<file path="src/rtl/encoder_16line_4line_arb.sv">
// encoder_16line_4line_arb
//   Registered 16-line to 4-line request encoder with a valid/ack handshake.
//   Request lines are folded into a sticky pending register.
//   One pending line at a time is presented as a 4-bit code until the consumer
//   acknowledges it. When TIMEOUT is non-zero, the grant is withdrawn after that
//   many cycles without an acknowledge.
//
//   Optional feature macro: ENCODER_ROUND_ROBIN_EN
//     defined   : rotating priority, searching upward from the last granted index + 1
//     undefined : fixed priority, the lowest set index wins
module encoder_16line_4line_arb #(
  parameter int TIMEOUT = 0  // grant lifetime in cycles without ack; 0 = never withdraw (0..255)
) (
  input  logic        clk,
  input  logic        clr,
  input  logic [15:0] req,
  input  logic        ack,
  output logic [3:0]  code,
  output logic        valid,
  output logic        timeout,
  output logic [15:0] pending
);

  typedef enum logic {
    IDLE  = 1'b0,
    GRANT = 1'b1
  } state_t;

  // Timer value on which an unacknowledged grant expires.
  localparam logic [7:0] TIMER_LAST = 8'((TIMEOUT == 0) ? 0 : TIMEOUT - 1);
  localparam bit         TIMEOUT_ON = (TIMEOUT != 0);

  state_t      state, state_next;
  logic [7:0]  timer, timer_next;
  logic [3:0]  code_next;
  logic        valid_next;
  logic        timeout_next;
  logic [15:0] pending_next;
  logic [15:0] clr_mask;
  logic [3:0]  sel_code;

`ifdef ENCODER_ROUND_ROBIN_EN
  logic [3:0]  last, last_next;

  // Return the first set bit found when searching upward from start, wrapping 15 -> 0.
  function automatic logic [3:0] sel_rr(input logic [15:0] p, input logic [3:0] start);
    logic [3:0] idx;
    logic       found;
    sel_rr = start;
    found  = 1'b0;
    for (int i = 0; i < 16; i++) begin
      idx = start + 4'(i);
      if (!found && p[idx]) begin
        sel_rr = idx;
        found  = 1'b1;
      end
    end
  endfunction
`else
  // Return the lowest set index. Bit 0 has the highest priority.
  function automatic logic [3:0] sel_fixed(input logic [15:0] p);
    sel_fixed = 4'd0;
    for (int i = 15; i >= 0; i--) begin
      if (p[i]) sel_fixed = 4'(i);
    end
  endfunction
`endif

  // Choose the next line to grant from the registered pending set, not from the raw request lines.
  always_comb begin
`ifdef ENCODER_ROUND_ROBIN_EN
    sel_code = sel_rr(pending, last + 4'd1);
`else
    sel_code = sel_fixed(pending);
`endif
  end

  // Compute the next handshake state, the grant outputs and the pending-bit update.
  always_comb begin
    // NOTE: every signal assigned here first receives a default (hold or idle value), so no path can infer a latch.
    state_next   = state;
    code_next    = code;
    valid_next   = valid;
    timeout_next = 1'b0;
    timer_next   = timer;
    clr_mask     = '0;
`ifdef ENCODER_ROUND_ROBIN_EN
    last_next    = last;
`endif

    unique case (state)
      IDLE: begin
        if (|pending) begin
          code_next  = sel_code;
          valid_next = 1'b1;
          timer_next = 8'd0;
          state_next = GRANT;
        end
      end
      GRANT: begin
        if (ack) begin
          clr_mask   = 16'd1 << code;
          valid_next = 1'b0;
`ifdef ENCODER_ROUND_ROBIN_EN
          last_next  = code;
`endif
          state_next = IDLE;
        end else if (TIMEOUT_ON && (timer == TIMER_LAST)) begin
          // Withdraw the grant but keep the line pending, so it is granted again later.
          valid_next   = 1'b0;
          timeout_next = 1'b1;
`ifdef ENCODER_ROUND_ROBIN_EN
          last_next    = code;
`endif
          state_next   = IDLE;
        end else if (timer != 8'hFF) begin
          timer_next = timer + 8'd1;
        end
      end
      default: state_next = IDLE;
    endcase

    // A request that arrives on the same edge as its acknowledge keeps the bit pending.
    pending_next = (pending & ~clr_mask) | req;
  end

  // State and output registers. Asynchronous clear returns to an idle state with no requests.
  always_ff @(posedge clk or posedge clr) begin
    if (clr) begin
      state   <= IDLE;
      pending <= '0;
      code    <= 4'd0;
      valid   <= 1'b0;
      timeout <= 1'b0;
      timer   <= 8'd0;
`ifdef ENCODER_ROUND_ROBIN_EN
      last    <= 4'd15;
`endif
    end else begin
      // NOTE: sequential state uses non-blocking assignments, so every register samples the values from before the edge.
      state   <= state_next;
      pending <= pending_next;
      code    <= code_next;
      valid   <= valid_next;
      timeout <= timeout_next;
      timer   <= timer_next;
`ifdef ENCODER_ROUND_ROBIN_EN
      last    <= last_next;
`endif
    end
  end

endmodule

</file>
<file path="config.mk">
export PLATFORM = sky130hd
export DESIGN_NAME = encoder_16line_4line_arb
export DESIGN_NICKNAME = d
export VERILOG_FILES = /design/src/rtl/encoder_16line_4line_arb.sv
export SDC_FILE = /design/constraint.sdc
export NUM_CORES = 1
export LEC_CHECK = 0
export ABC_AREA = 1
export BUFFER_PORTS_ARGS = -buffer_cell sky130_fd_sc_hd__buf_2
export CORE_ASPECT_RATIO = 2
export CORE_MARGIN = 5
export CORE_UTILIZATION = 37
export DETAILED_ROUTE_END_ITERATION = 16
export PLACE_DENSITY = 0.73
export RECOVER_POWER = 100
export SLEW_MARGIN = 40
export SYNTH_ARGS = -nofsm -noshare
export SYNTH_HDL_FRONTEND = slang
export SYNTH_SLANG_ARGS = --single-unit
export TNS_END_PERCENT = 100
</file>
<file path="constraint.sdc">
create_clock -name clk -period 1.5 [get_ports clk]
set_input_delay 0.075 -clock clk [delete_from_list [all_inputs] [get_ports clk]]
set_output_delay 0.075 -clock clk [all_outputs]
set_load 0.1 [all_outputs]
</file>
# Yosys cells after proc, flatten, opt, wreduce, memory -nomap -nowiden
# Cells that the tools add are included.
word_totals:
  output_inout_bits: 22
  register_bits: 22
  inputBits: 19
classes:
  reduce_logical: 3
  n_eq_ne: 2
  n_shift: 1
  mux: 24
  bitwise_logic: 4
ops:
  columns: ["op", "n"]
  rows:
  - ["$mux 4", 16]
  - ["$mux 16", 2]
  - ["$and 16x16->16", 1]
  - ["$not 16->16", 1]
  - ["$or 16x16->16", 1]
  - ["$reduce_or 16->1", 1]
  - ["$shl 1x4->16 const A", 1]
  - ["$mux 1", 4]
  - ["$ne 2x2->1 const B", 2]
  - ["$pmux 1 s2", 2]
  - ["$reduce_and 2->1", 2]
  - ["$not 1->1", 1]

# Longest topological paths before layout
logic_depth:
  depth_word: 16
  depth_mapped: 17

# Worst setup path after synthesis
# OpenSTA, ideal clock, no wires.
synth_timing:
  path_type: "register to register"
  from: "register pending[14]"
  to: "register code[0]"
  arrival_ns: 1.845
  setup_ns: 0.120
  t_required_ns: 1.380
  stages_incl_launch_ff: 18
  setup_slack_ns: -0.466
  period_less_slack_ns: 1.966
  path_buffers: 0
  path_cell_list: "dfrtp_1 -> inv_1 -> nand2_1 -> nand2_1 -> nand2_1 -> nand2_1 -> nand2_1 -> nand2_1 -> nand2_1 -> nand2_1 -> nand2_1 -> nand2_1 -> nand2_1 -> nand2_1 -> nand2_1 -> nand2_1 -> nand2_2 -> nand2_1"
synth_between:
  elab_chain_cells: 15
  elab_cells_between_ends: 17
  cone_classes: "mux: 15; reduce/logical: 2"
synth_rtl:
  columns: ["item", "line_no", "rtl"]
  rows:
  - ["start, declared", "21", "output logic [15:0] pending"]
  - ["start signal, assigned", "142", "pending <= pending_next;"]
  - ["$mux 4 (15 in a row)", "64", "if (p[i]) sel_fixed = 4'(i);"]
  - ["end signal, assigned", "143", "code <= code_next;"]
  - ["end, declared", "18", "output logic [3:0] code,"]
# Several ways; a longest one is shown, not always the timed one.
# A chain may end at the register's enable or synchronous reset.

# Worst setup path after layout
# Ends and elaborated chain as after synthesis.

==> results.ini <==
[floorplan]
fp.dieW_um = 49.1
ios = 41
rows = 28
core_area_sq_um = 2940
initial_utilization = 0.385
dieArea_sq_um = 4330
die_height_um = 88.2

[min_path]
holdPathStages = 2
hold_start = req[3]
hold_end = pending[3]
hold_path_class = input pin to flop

[synth]
synth_area_sq_um = 1130
synth_warnings = 0
synth.area.top_cells = dfrtp_1 (49%), o21bai_1 (9.9%), inv_1 (8.0%), nand2_1 (7.6%), nor2_1 (7.0%)
ys_seq_area_frac = 0.486
synth-seq-cells = 22
synth.avg_cell_area_sq_um = 8.21
synthCells = 138
syn_nets = 157
synth_area_leader_cell = dfrtp_1
ys_types = 19
async_flop_share = 1.00
synth_top_area_frac = 0.486
synth_edf_count = 0
synth_flop_cell = dfrtp_1

[power]
power_mw = 1.34
swShare = 0.320
ir_drop_mv = 0.781
power_density_nw_per_um2 = 872
leakage_nw = 0.825
p_int_mw = 0.910
combPwrFrac = 0.201
seq_power_share = 0.474
p_switching_mw = 0.428
clockPowerShare = 0.325

[grt]
antenna_found_initial = 0
grt_pass1_vias = 1112
grt_max_degree = 23
grt_overflow_total = 0
grt_usage = 0.148
grt_pass1_wl_um = 4910

[placed_design]
place_hpwl_um = 2370
dp_cells = 210
gp_congestion = 0.838
dp_slack_ns = -0.0222
portBuffers = 39

[drt]
wl_met3_um = 168
vias = 1085
vias_per_cell = 4.95
wl_met1_um = 1030
wl_per_cell_um = 13.5
dr_wl_met2_um = 1690
dr.pass1.iters = 4
drc_errors = 0
routed_wl_um = 2960
dr.first_iter.drc_count = 37
top_layer_used = met4
ant_nets = 0

[critical_path]
path_cells = or2_4, nor3_4, nand2_2, nor3_4, nor2_4, clkinv_4, nor2_2, nand2_2, nand2_1
crit_path_end_kind = flop
cp.arrival_ns = 1.71
slowest_delay_ns = 0.48
reg2reg_depth = 9
critPathTopFamily = simple AND/OR/NAND/NOR gates
regToRegSetupSlack_ns = -0.04
critPathLaunchType = flop
r2r-end = code[0]
path_buf_inv = 1
worst_path_max_delay_cell = dfrtp_4
path_max_fanout = 4
path_class = flop to flop
r2r_start = pending[14]
cp.required_ns = 1.67

[clock_network]
cts.htree.levels = 1
insertion_delay_ns = 0.27
clk_path_buf_depth = 2
numCtsBuffers = 3
root_buffer = clkbuf_8
cts_setup_buffers = 0
path_clk_slew_ns = 0.08
cts_tree = yes
cts.sinks = 22

[timing]
setup_ws_ns = -0.0407
setup_viol = 3
grt_setup_unrepaired = yes
tightest_slew_ns = 0.546
report.final.hold_viol_count = 2
period_needed_ns = 1.54
max-slew-margin-rel = 0.638
hold_ws_ns = -0.00362
slew_viol_final = 0
min_period_over_period = 1.03
fin_worst_skew_ns = 0.00154
max_freq_mhz = 649

[outcome]
violations = negative hold slack, negative setup slack
status = complete, but fails checks

[cells_and_area]
multiInputGateArea_sq_um = 489
fin_nets = 209
num_antenna_cells = 0
area_delta_synth_final_pct = 35.5
layout.cells.non_filler = 219
seq_area_sq_um = 581
fill_cells = 298
drive_above_1_share = 0.413

[job]
drv_cap = 0

cell type report:
class                           count  share of cell area
Inverter                           25              0.0644
Clock buffer                        4              0.0359
Tap cell                           30              0.0245
Sequential cell                    22               0.378
Timing Repair Buffer               48               0.178
Multi-Input combinational cell     90               0.319
metrics by stage:
| stage | util | cell area, sq um | TNS (ns) | hold WS, ns |
|---|---|---|---|---|
| detailed placement | 0.482 | 1420 | -0.0222 | 0.129 |
| finish | 0.521 | 1530 | -0.0646 | -0.00362 |
| floorplan | - | 1160 | -0.498 | 0.0630 |
| global route | 0.521 | 1530 | -0.390 | 0.00686 |
| CTS | 0.520 | 1530 | -0.0244 | 0.00109 |
| global placement | 0.482 | 1420 | -0.00407 | 0.129 |
worst max-delay path by stage:
stage	from	to	slack, ns	cells past startpoint
floorplan	pending[14]	code[0]	-0.17	9
global placement	pending[14]	code[0]	-0.004	9
detailed placement	pending[14]	code[0]	-0.02	9
CTS	pending[14]	code[0]	-0.02	9
global route	pending[14]	code[0]	-0.12	9
finish	pending[14]	code[0]	-0.04	9
cell usage in the layout, fill, tap and decap left out:
master / n
a21oi_1: 4
buf_2: 25
buf_4: 3
clkbuf_2: 15
clkbuf_8: 4
clkinv_4: 1
conb_1: 1
dfrtp_1: 2
dfrtp_2: 18
dfrtp_4: 2
dlygate4sd3_1: 5
inv_1: 23
inv_2: 1
nand2_1: 22
nand2_2: 3
nand3_1: 15
nor2_1: 21
nor2_2: 1
nor2_4: 1
nor3_4: 2
nor4_4: 1
o21ai_0: 1
o21ai_1: 1
o21bai_1: 15
o31ai_1: 1
or2_4: 1
kinds of logic after synthesis:
kind of cell | count (synthesis) | share of synthesized area
AOI/OAI and AO/OA | 22 | 0.133
buffers and inverters | 26 | 0.0939
other | 1 | 0.00331
and+or+nand+nor | 67 | 0.284
DFF | 22 | 0.486
power by group through the flow:
stage / sequential (mW) / clock [mW] / combinational (mW)
6_report: 0.635 / 0.435 / 0.269
5_1_grt: 0.638 / 0.459 / 0.289
4_1_cts: 0.634 / 0.435 / 0.273
3_5_place_dp: 0.646 / 0 / 0.263
3_3_place_gp: 0.646 / 0 / 0.262
2_1_floorplan: 0.765 / 0 / 0.0790
repair_timing:
item | 4_1_cts | 5_1_grt
resized for setup | 1 | 3
pin swaps | 0 | 3
setup endpoints to repair | 2 | 4
hold endpoints to repair | 26 | 0
hold buffers | 5 | 0
Yosys cell counts, types with 2 or more instances:
| master | number |
|---|---|
| inv_1 | 24 |
| a21oi_1 | 4 |
| nand2_1 | 23 |
| nand3_1 | 15 |
| nor2_2 | 2 |
| nand2_2 | 2 |
| o21bai_1 | 15 |
| dfrtp_1 | 22 |
| nor2_1 | 21 |
routing by layer:
layer  vias to the layer above  track usage
li1                        535            -
met1                       515        0.144
met2                        30        0.286
met3                         5       0.0270
met4                         0       0.0735
met5                         -            0
state kept, by name (all words and copies together), names as in the netlist:
name,flops
pending,16
state,1
code,4
valid,1
No activity file was read; power rests on OpenSTA's default activity.
